===== src/rtl/sprite_shadow_regs.sv =====
// sprite_shadow_regs
// Double-buffered register bank sitting between the Avalon-MM slave port and
// the sprite/score renderer. The CPU writes shadow registers at any time; the
// whole bank is copied into the active registers in one cycle at the start of
// vertical blanking, so the renderer never sees a half-updated frame.
// A frame counter and a status word let software pace its game loop.
`timescale 1ns/1ps

module sprite_shadow_regs #(
  parameter int NUM_REGS = 16,
  parameter int DATA_W   = 10,
  parameter int VACTIVE  = 480
) (
  input  logic                         clk,
  input  logic                         reset_n,
  input  logic                         chipselect,
  input  logic                         write,
  input  logic                         read,
  input  logic [8:0]                   address,
  input  logic [31:0]                  writedata,
  output logic [31:0]                  readdata,
  input  logic [9:0]                   vcount,
  output logic [NUM_REGS*DATA_W-1:0]   active_regs,
  output logic                         commit_pulse,
  output logic [15:0]                  frame_count
);

  localparam int IDX_W = (NUM_REGS > 1) ? $clog2(NUM_REGS) : 1;

  localparam logic [8:0] ADDR_CONTROL = 9'h100;
  localparam logic [8:0] ADDR_STATUS  = 9'h101;
  localparam logic [8:0] ADDR_FRAME   = 9'h102;
  localparam logic [8:0] SHADOW_LIMIT = 9'(NUM_REGS);
  localparam logic [9:0] VACTIVE_LINE = 10'(VACTIVE);

  // Commit sequencing states
  localparam logic [1:0] ST_IDLE   = 2'd0;
  localparam logic [1:0] ST_ARMED  = 2'd1;
  localparam logic [1:0] ST_COMMIT = 2'd2;

  // ---------------------------------------------------------------------------
  // Bus decode
  // ---------------------------------------------------------------------------
  logic             wr_en;
  logic             rd_en;
  logic             shadow_hit;
  logic             shadow_wr;
  logic             ctrl_wr;
  logic             arm_wr;
  logic [IDX_W-1:0] shadow_idx;

  assign wr_en      = chipselect & write;
  assign rd_en      = chipselect & read;
  assign shadow_hit = (address < SHADOW_LIMIT);
  assign shadow_wr  = wr_en & shadow_hit;
  assign ctrl_wr    = wr_en & (address == ADDR_CONTROL);
  assign arm_wr     = ctrl_wr & writedata[0];
  assign shadow_idx = address[IDX_W-1:0];

  // Upper write-data bits have no storage behind them.
  logic unused_wdata_bits;
  assign unused_wdata_bits = ^writedata[31:DATA_W];

  // ---------------------------------------------------------------------------
  // State and control registers
  // ---------------------------------------------------------------------------
  logic [1:0]  state_q, state_d;
  logic        armed_q, armed_d;
  logic        dirty_q, dirty_d;
  logic        auto_mode_q, auto_mode_d;
  logic [15:0] frame_count_q, frame_count_d;
  logic [9:0]  vcount_prev_q;
  logic [31:0] readdata_q, readdata_d;
  logic        vblank_edge;
  logic        commit_now;
  logic        pending;

  // First cycle of the commit line: current line is VACTIVE, previous was not.
  assign vblank_edge = (vcount == VACTIVE_LINE) && (vcount_prev_q != VACTIVE_LINE);
  assign commit_now  = (state_q == ST_COMMIT);
  assign pending     = armed_q | (auto_mode_q & dirty_q);

  // ---------------------------------------------------------------------------
  // Shadow and active register bank, flattened for the read mux and renderer
  // ---------------------------------------------------------------------------
  logic [NUM_REGS*DATA_W-1:0] shadow_flat;
  logic [NUM_REGS*DATA_W-1:0] active_flat;

  genvar gi;
  generate
    for (gi = 0; gi < NUM_REGS; gi++) begin : g_regs
      logic [DATA_W-1:0] shadow_q, shadow_d;
      logic [DATA_W-1:0] active_q, active_d;

      // A shadow write targets exactly one register; the active copy only
      // moves during the commit cycle and samples the pre-write shadow value.
      assign shadow_d = (shadow_wr && (shadow_idx == IDX_W'(gi)))
                        ? writedata[DATA_W-1:0] : shadow_q;
      assign active_d = commit_now ? shadow_q : active_q;

      // Per-register shadow/active storage
      always_ff @(posedge clk or negedge reset_n) begin
        if (!reset_n) begin
          shadow_q <= '0;
          active_q <= '0;
        end else begin
          shadow_q <= shadow_d;
          active_q <= active_d;
        end
      end

      assign shadow_flat[gi*DATA_W +: DATA_W] = shadow_q;
      assign active_flat[gi*DATA_W +: DATA_W] = active_q;
    end
  endgenerate

  // ---------------------------------------------------------------------------
  // Commit FSM next state
  // ---------------------------------------------------------------------------
  // An arm request in IDLE wins over a coincident auto commit, so an arm that
  // lands on the vblank edge defers the commit to the following frame.
  always_comb begin
    state_d = state_q;
    case (state_q)
      ST_IDLE: begin
        if (arm_wr) begin
          state_d = ST_ARMED;
        end else if (vblank_edge && auto_mode_q && dirty_q) begin
          state_d = ST_COMMIT;
        end
      end
      ST_ARMED: begin
        if (vblank_edge) begin
          state_d = ST_COMMIT;
        end
      end
      ST_COMMIT: begin
        state_d = ST_IDLE;
      end
      default: begin
        state_d = ST_IDLE;
      end
    endcase
  end

  // Control flags, frame counter and read data next values
  always_comb begin
    armed_d       = (state_d == ST_ARMED);
    // A shadow write in the commit cycle keeps dirty set: its value was not
    // part of this commit.
    dirty_d       = shadow_wr | (dirty_q & ~commit_now);
    auto_mode_d   = ctrl_wr ? writedata[1] : auto_mode_q;
    frame_count_d = vblank_edge ? (frame_count_q + 16'd1) : frame_count_q;

    readdata_d = readdata_q;
    if (rd_en) begin
      readdata_d = '0;
      if (shadow_hit) begin
        readdata_d = 32'(shadow_flat[shadow_idx*DATA_W +: DATA_W]);
      end else if (address == ADDR_STATUS) begin
        readdata_d = {30'b0, auto_mode_q, pending};
      end else if (address == ADDR_FRAME) begin
        readdata_d = {16'b0, frame_count_q};
      end
    end
  end

  // Control and status state registers
  always_ff @(posedge clk or negedge reset_n) begin
    if (!reset_n) begin
      state_q       <= ST_IDLE;
      armed_q       <= 1'b0;
      dirty_q       <= 1'b0;
      auto_mode_q   <= 1'b0;
      frame_count_q <= 16'd0;
      vcount_prev_q <= 10'd0;
      readdata_q    <= 32'd0;
    end else begin
      state_q       <= state_d;
      armed_q       <= armed_d;
      dirty_q       <= dirty_d;
      auto_mode_q   <= auto_mode_d;
      frame_count_q <= frame_count_d;
      vcount_prev_q <= vcount;
      readdata_q    <= readdata_d;
    end
  end

  // ---------------------------------------------------------------------------
  // Outputs
  // ---------------------------------------------------------------------------
  assign active_regs  = active_flat;
  assign commit_pulse = commit_now;
  assign frame_count  = frame_count_q;
  assign readdata     = readdata_q;

endmodule


===== config.mk =====
export PLATFORM = sky130hd
export DESIGN_NAME = sprite_shadow_regs
export DESIGN_NICKNAME = d
export VERILOG_FILES = /design/src/rtl/sprite_shadow_regs.sv
export SDC_FILE = /design/constraint.sdc
export NUM_CORES = 1
export LEC_CHECK = 0
export CAP_MARGIN = 5
export CORE_MARGIN = 2
export CORE_UTILIZATION = 53
export DETAILED_ROUTE_END_ITERATION = 7
export PLACE_DENSITY = 0.89
export SLEW_MARGIN = 25
export SYNTH_ARGS = -nofsm -noshare
export SYNTH_HDL_FRONTEND = slang
export SYNTH_SLANG_ARGS = --single-unit

===== constraint.sdc =====
create_clock -name clk -period 2.1 [get_ports clk]
set_clock_uncertainty 0.1 [all_clocks]
set_input_delay 0.21 -clock clk [delete_from_list [all_inputs] [get_ports clk]]
set_output_delay 0.21 -clock clk [all_outputs]
set_load 0.005 [all_outputs]

# Word-level counts from Yosys, hierarchy flattened
# Cells that the tools add are included.
# totals
output_inout_bits	209
in_bits	56
rom_bits	0
latchBits	0
n_memories	0
ram_bits	0
elab_cells	104
register_bits	383
# classes
eq_ne	23
reduce_logical	21
addsub	1
mux	7
shifts	1
magnitude_cmp	1
bitwise_logic	10
mul	1
n_div	0
# op_table
op	n
$shiftx 160x9->10	1
$eq 4x4->1 const B	8
$mux 16	2
$mux 32	1
$eq 9x9->1 const B	3
$logic_and 1x1->1	19
$add 16x1->16 const B	1
$eq 4x3->1 const B	4
$eq 10x9->1 const B	1
$ne 10x9->1 const B	1
$lt 9x5->1 const B	1
$eq 4x2->1 const B	2
$and 1x1->1	7
$mul 4x3->7 const B	1
$mux 2	3
$eq 2x1->1 const B	2
$eq 4x1->1 const B	1
$logic_not 4->1	1
$pmux 2 s2	1
$eq 2x2->1 const B	1
$logic_not 2->1	1
$or 1x1->1	2
$not 1->1	1

# Depth between registers and ports, before layout
# Gate-level depths: netlist (run 1).
# logic_depth
depth_word	8
depth_mapped	7

# Least setup slack after synthesis (run 1)
# Ideal clock, no wire load.
# synth_timing
path_kind	input to register
from	in address[5]
to	reg g_regs[2].shadow_q[0]
arrival_ps	1865
n_path_buf	2
required_time_ps	1875
path_stages	6
slack_ps	10
setup_time_ps	125
cell_sequence	or4_1 > buf_2 > nor4_4 > and2_1 > buf_4 > mux2_2
# synth_between
elab_chain_len	3
# synth_rtl
element	line_no	source
start, declared	19	input logic [8:0] address,
$lt 9x5->1	54	assign shadow_hit = (address < SHADOW_LIMIT);
$and 1x1->1	55	assign shadow_wr = wr_en & shadow_hit;
$logic_and 1x1->1	97	assign shadow_d = (shadow_wr && (shadow_idx == IDX_W'(gi)))
end signal, assigned	107	shadow_q <= shadow_d;
end, declared	92	logic [DATA_W-1:0] shadow_q, shadow_d;
# No other way between the ends.
# A chain may end at the register's enable or synchronous reset.

# Worst setup path after layout (run 1)
# layout_timing
from	in address[5]
to	reg g_regs[10].shadow_q[7]
# layout_between
elab_chain_len	3
# layout_rtl
element	line_no
$lt 9x5->1	54
$and 1x1->1	55
$logic_and 1x1->1	97
end signal, assigned	107
end, declared	92
# No other way between the ends.

==> metrics.md, run 1 <==
| Metric | Value |
|---|---|
| Final WL | 46400 um |
| Post-DP HPWL | 29700 um |
| Final min period | 2.10 ns |
| Syn Area/Cell | 11.8 um2 |
| Largest cells by area after synthesis | dfrtp_1 60%, nand2_1 12%, mux2_2 12% |
| I/O pin count | 265 |
| Clk slew on worst S/H paths | 0.06 ns |
| Initial DRC Count | 1501 |
| Post-Syn Area | 15400 um2 |
| First-pass GRT wire length | 71200 um |
| Effective utilization at floorplan | 0.537 |
| Crit path kind | input pin to register |
| Register area share after synthesis | 0.598 |
| Port bufs | 226 |
| FF-to-FF setup slack | 0.10 ns |
| Area leader, netlist | dfrtp_1 |
| Vias per inst | 5.96 |
| Detailed-route via count | 11900 |
| Status | finished, violations left |
| CP Data Required Time | 2.42 ns |
| Finish-stage setup viols | 1 |
| Max Root-Sink Buffers | 3 |
| Worst Path Max Fanout | 10 |
| Drt drc | 0 |
| Power Density | 749 nW/um2 |
| Final nets | 1647 |
| Setup WS post-layout | -0.00131 ns |
| Yosys Warn Count | 0 |
| Core Area | 28600 um2 |
| # rows | 62 |
| Fraction of layout cells with a size suffix above 1 | 0.231 |
| Grt ovf | 0 |
| Filler instances | 1758 |
| Diode count | 0 |
| Die Area | 30400 um2 |
| CTS Buf Count | 36 |
| Die height | 174 um |
| Least-Margin Pin Slew | 0.831 ns |
| Final hold vios | 0 |
| Post-synth top flop | dfrtp_1 |
| CTS Sinks | 367 |
| CTS tree | yes |
| Worst min-delay path class | input pin to register |
| DR WL/cell | 23.2 um |
| Vias in the first global route | 12400 |
| Layout Cells excl Fill | 2001 |
| Design Area, Final | 20000 um2 |
| Fmax | 0.476 GHz |
| Most frequent cells in the layout | 493 x nand2_1, 367 x dfrtp_1, 221 x clkdlybuf4s50_1, 162 x mux2_2, 67 x buf_4 |
| Max_slew headroom | 0.445 |
| Reg2reg path depth | 5 |
| H-tree Lvls | 2 |
| Max-Cap Viols | 0 |
| Reg2reg end | readdata[6]$_DFFE_PN0P_ |
| Util after Layout | 0.698 |
| Skew-Pair Late Insertion Delay | 0.54 ns |
| Synthesis-stage register bit count | 367 |
| Synth Instances | 1307 |
| Largest net degree at the start of global routing | 162 |
| Crit end category | register |
| Post-synth top area share | 0.598 |
| Commonest non-fill, non-tap cell in the layout | nand2_1 |
| Setup TNS | -0.00131 ns |
| GP Congestion | 0.919 |
| Worst r2r src | g_regs[2].shadow_q[6]$_DFFE_PN0P_ |
| RSZ-0062 raised after global routing | true |
| Peak VDD IR | 0.498 mV |
| Die X | 174 um |
| Ys async rst share | 1.00 |
| Number of routed nets with antenna violations | 0 |
| Startpoint types | input pin |
| Placed cell count | 1934 |
| Leakage | 9.95 nW |
| GRT Util Overall | 0.305 |
| Slew Viols, Final | 0 |
| CTS root buffer | clkbuf_16 |
| Arr. time, crit path | 2.42 ns |
| EDFF count, synth | 0 |
| Layout area overhead | 30.1% |
| Crit share post-route | 1.00 |
| First-pass iteration count of the detailed router | 7 |
| Hold Path End | vcount_prev_q[0]$_DFF_PN0_ |
| Initial antenna violation count | 0 |
| Min-delay src | vcount[0] |
| Netlist cell types | 50 |
| Violated checks | negative setup slack |
| Placed inst area | 18600 um2 |
| Worst hold path depth | 1 |
layout make-up:
class | count | area (um2) | area share
sequential | 367 | 9180 | 0.460
multi-input combinational | 867 | 5850 | 0.293
timing repair buffer | 314 | 3150 | 0.157
clock buffer | 48 | 997 | 0.0499
tap | 384 | 480 | 0.0240
clock inverter | 17 | 303 | 0.0152
inverter | 4 | 27.5 | 0.00138
cell usage after synthesis, types with 5 or more instances:
cell type and count:
nand2_1 493, dfrtp_1 367, mux2_2 162, clkbuf_1 52, mux4_2 37, mux2i_1 22, buf_4 17, xnor2_1 15
nand3_1 13, buf_2 9, o22ai_1 9, a221o_1 8, nand2_2 8, nand4_1 8, a22o_1 7, buf_1 6
nor2_1 6, nand2b_1 5, nor4_1 5
sequential cells by signal, indices dropped and copies added, names as in the netlist:
register         flops
vcount_prev_q       10
dirty_q              1
state_q              2
g_regs.shadow_q    160
g_regs.active_q    160
auto_mode_q          1
readdata            16
armed_q              1
frame_count         16
layer usage:
metal  track usage  routed length [um]  up-vias
li1              -                   -     4943
met1         0.401               17300     5983
met2         0.486               22100      830
met3        0.0722                4890      160
met4         0.136                2100        0
met5             0                   0        -
power breakdown:
group / internal (mW) / switching, mW / leakage, nW
clock: 4.35 / 2.79 / 0.621
sequential: 7.13 / 0.0527 / 5.09
combinational: 0.252 / 0.388 / 4.24
total: 11.7 / 3.23 / 9.95
cell families (layout without fill, tap and decap cells):
group	Yosys count	after routing	share of synthesized area
simple gates	572	572	0.157
flops	367	367	0.598
mux	221	221	0.187
buf+inv	88	383	0.0264
compound gates	42	42	0.0217
xor+xnor	15	15	0.00855
fa+ha+maj	1	1	0.000814
other cells	1	16	0.000244
timing repair:
item                                    CTS  global route
endpoints found under the setup margin    6            54
setup buffers                             0             1
hold buffers                              1             0
pin swaps                                 1             0
hold endpoints to repair                134             0
gates resized for setup                   6             2
metrics by stage:
step                      setup WS [ns]  total power [mW]  hold slack [ns]
after CTS                       0.00932              15.0           0.0382
after floorplan                  0.0104              7.53           -0.186
final                          -0.00131              15.0           0.0490
after detailed placement         -0.577              7.93            0.116
after global routing            -0.0319              15.3           0.0524
after global placement           -0.539              7.90            0.115
worst max-delay path: stages:
cell and delay, ns:
clkdlybuf4s50_1 0.41, or4_1 0.55, buf_6 0.18, nor4_4 0.28, buf_4 0.20, nand2_2 0.21, mux2_2 0.37
how the worst max path moves through the flow:
| stage | start | endpoint | cells past startpoint |
|---|---|---|---|
| 4_1_cts | address[5] | g_regs[9].shadow_q[4]$_DFFE_PN0P_ | 7 |
| 3_3_place_gp | address[5] | readdata[9]$_DFFE_PN0P_ | 6 |
| 2_1_floorplan | address[5] | g_regs[2].shadow_q[0]$_DFFE_PN0P_ | 6 |
| 3_5_place_dp | address[4] | readdata[9]$_DFFE_PN0P_ | 6 |
| 5_1_grt | address[4] | g_regs[9].shadow_q[4]$_DFFE_PN0P_ | 7 |
| 6_report | address[5] | g_regs[10].shadow_q[7]$_DFFE_PN0P_ | 7 |
Power figures use the tool's default switching activity.
==> run 2: changes to the inputs <==
--- a/config.mk
+++ b/config.mk
@@ -6,10 +6,12 @@
 export NUM_CORES = 1
 export LEC_CHECK = 0
 export CAP_MARGIN = 5
+export CORE_ASPECT_RATIO = 1.2
 export CORE_MARGIN = 2
-export CORE_UTILIZATION = 53
+export CORE_UTILIZATION = 37
 export DETAILED_ROUTE_END_ITERATION = 7
-export PLACE_DENSITY = 0.89
+export GPL_TIMING_DRIVEN = 0
+export PLACE_DENSITY = 0.68
 export SLEW_MARGIN = 25
 export SYNTH_ARGS = -nofsm -noshare
 export SYNTH_HDL_FRONTEND = slang
==> run 2 against run 1 <==
Net effect: sequential share of layout area fell by 0.51 points; clock power is 2% lower; combinational power down 5.5%; critical path type unchanged; wire length up 3.8%; critical endpoint is now readdata[7]$_DFFE_PN0P_; hold slack lost 0.019 ns; sequential power is essentially flat; global-route usage shrank 8.0 points; the flow now finishes without violations; clock-buffer cell count increased by 1; non-clock buffer count up 13; largest cell class unchanged; maximum frequency increased by 1.1%; power fell by 1.2%.
==> metrics.md, run 2 (synthesis results as in run 1) <==
| Metric | Value |
|---|---|
| Status | complete, no violations |
| Final WL | 48200 um |
| Fmax | 0.481 GHz |
| Arr. time, crit path | 2.45 ns |
| Worst min-delay path class | input pin to register |
| Max_slew headroom | 0.379 |
| Commonest non-fill, non-tap cell in the layout | nand2_1 |
| Crit share post-route | 0.989 |
| FF-to-FF setup slack | 0.17 ns |
| Final min period | 2.08 ns |
| Die X | 190 um |
| Util after Layout | 0.495 |
| CTS root buffer | clkbuf_16 |
| Worst hold path depth | 1 |
| GP Congestion | 0.898 |
| Reg2reg path depth | 4 |
| Initial antenna violation count | 0 |
| Layout Cells excl Fill | 2170 |
| Die height | 227 um |
| # rows | 81 |
| DR WL/cell | 22.2 um |
| H-tree Lvls | 2 |
| Crit path kind | input pin to register |
| Largest regs | g_regs.active_q: 160 flops, g_regs.shadow_q: 160 flops |
| Vias in the first global route | 11600 |
| Vias per inst | 5.18 |
| Startpoint types | input pin |
| Core Area | 40800 um2 |
| CP Data Required Time | 2.47 ns |
| Layout area overhead | 31.6% |
| Hold Path End | vcount_prev_q[2]$_DFF_PN0_ |
| Power Internal | 11.5 mW |
| Final hold vios | 0 |
| Clk slew on worst S/H paths | 0.06 ns |
| Leakage | 9.92 nW |
| Finish-stage setup viols | 0 |
| Post-DP HPWL | 34800 um |
| Max-Cap Viols | 0 |
| Sequential power share | 0.485 |
| Fraction of layout cells with a size suffix above 1 | 0.227 |
| Clock power share | 0.474 |
| Max Root-Sink Buffers | 3 |
| Port bufs | 225 |
| Initial DRC Count | 721 |
| GRT Util Overall | 0.224 |
| Placed inst area | 18500 um2 |
| Diode count | 0 |
| Grt ovf | 0 |
| CTS Buf Count | 38 |
| Skew-Pair Late Insertion Delay | 0.55 ns |
| First-pass iteration count of the detailed router | 5 |
| Effective utilization at floorplan | 0.376 |
| Number of routed nets with antenna violations | 0 |
| CTS tree | yes |
| Final nets | 1662 |
| Placed cell count | 2090 |
| Worst r2r src | vcount_prev_q[1]$_DFF_PN0_ |
| Combinational share of power | 0.041 |
| I/O pin count | 265 |
| CTS Sinks | 367 |
| First-pass GRT wire length | 72200 um |
| Least-Margin Pin Slew | 0.932 ns |
| Min-delay src | vcount[2] |
| Power Density | 732 nW/um2 |
| Worst Path Max Fanout | 8 |
| Reg2reg end | frame_count[1]$_DFFE_PN0P_ |
| Largest net degree at the start of global routing | 87 |
| Detailed-route via count | 11200 |
| Crit end category | register |
| Design Area, Final | 20200 um2 |
| Die Area | 43200 um2 |
| Setup TNS | 0 ns |
| Slew Viols, Final | 0 |
| Filler instances | 3645 |
| P_sw | 3.29 mW |
| Switching share of total power | 0.222 |
| Most frequent cells in the layout | 493 x nand2_1, 367 x dfrtp_1, 219 x clkdlybuf4s50_1, 162 x mux2_2, 39 x clkbuf_16 |
| Drt drc | 0 |
| Hold WS | 0.0301 ns |
| Peak VDD IR | 0.459 mV |
-- run 2: repair_timing --
action | in CTS | in global routing
hold endpoints to repair | 65 | 0
endpoints found under the setup margin | 331 | 109
hold buffers | 1 | 0
pin swaps | 5 | 4
resized for setup | 67 | 24
buffers inserted | 9 | 5
-- run 2: power groups by stage --
stage / clock network (mW) / registers [mW] / logic (mW)
2_1_floorplan: 0 / 7.29 / 0.240
3_3_place_gp: 0 / 7.31 / 0.547
3_5_place_dp: 0 / 7.30 / 0.585
4_1_cts: 7.10 / 7.17 / 0.606
5_1_grt: 7.41 / 7.18 / 0.660
6_report: 7.01 / 7.18 / 0.605
-- run 2: per-stage QoR --
stage          power, mW  setup slack [ns]
6_report            14.8            0.0223
5_1_grt             15.2          -0.00115
4_1_cts             14.9           0.00852
3_5_place_dp        7.89             -1.22
3_3_place_gp        7.86            -14.95
2_1_floorplan       7.53            0.0104
-- run 2: metal layers --
| layer | vias to the layer above | wire (um) | global-route usage |
|---|---|---|---|
| li1 | 4975 | - | - |
| met1 | 5761 | 19900 | 0.294 |
| met2 | 422 | 23600 | 0.377 |
| met3 | 89 | 3130 | 0.0425 |
| met4 | 0 | 1510 | 0.0728 |
| met5 | - | 0 | 0 |
-- run 2: how the worst max path moves through the flow --
| stage | end | slack (ns) | start |
|---|---|---|---|
| after detailed placement | readdata[5]$_DFFE_PN0P_ | -1.22 | address[3] |
| after global placement | g_regs[13].active_q[7]$_DFFE_PN0P_ | -14.95 | reset_n |
| after global routing | frame_count[10]$_DFFE_PN0P_ | -0.001 | vcount[0] |
| after CTS | g_regs[9].active_q[0]$_DFFE_PN0P_ | 0.009 | state_q[0]$_DFF_PN0_ |
| after floorplan | g_regs[2].shadow_q[0]$_DFFE_PN0P_ | 0.01 | address[5] |
| final | readdata[7]$_DFFE_PN0P_ | 0.02 | address[7] |
-- run 2: area by class of cell --
type | count | area, um2 | area share
plain buffers | 83 | 482 | 0.0238
clock buffers | 49 | 1040 | 0.0516
clock inverters | 17 | 243 | 0.0120
inverters | 4 | 20.0 | 0.000991
multi-input cells | 867 | 6040 | 0.299
flip-flops and latches | 367 | 9180 | 0.454
well taps | 539 | 674 | 0.0334
repair buffers | 244 | 2520 | 0.125
-- run 2: worst max-delay path, cell delays in order --
cell and delay [ns]:
clkdlybuf4s50_1 0.46, or4_4 0.52, buf_6 0.17, or4_4 0.50, buf_12 0.17, o22ai_4 0.25
a221o_1 0.16
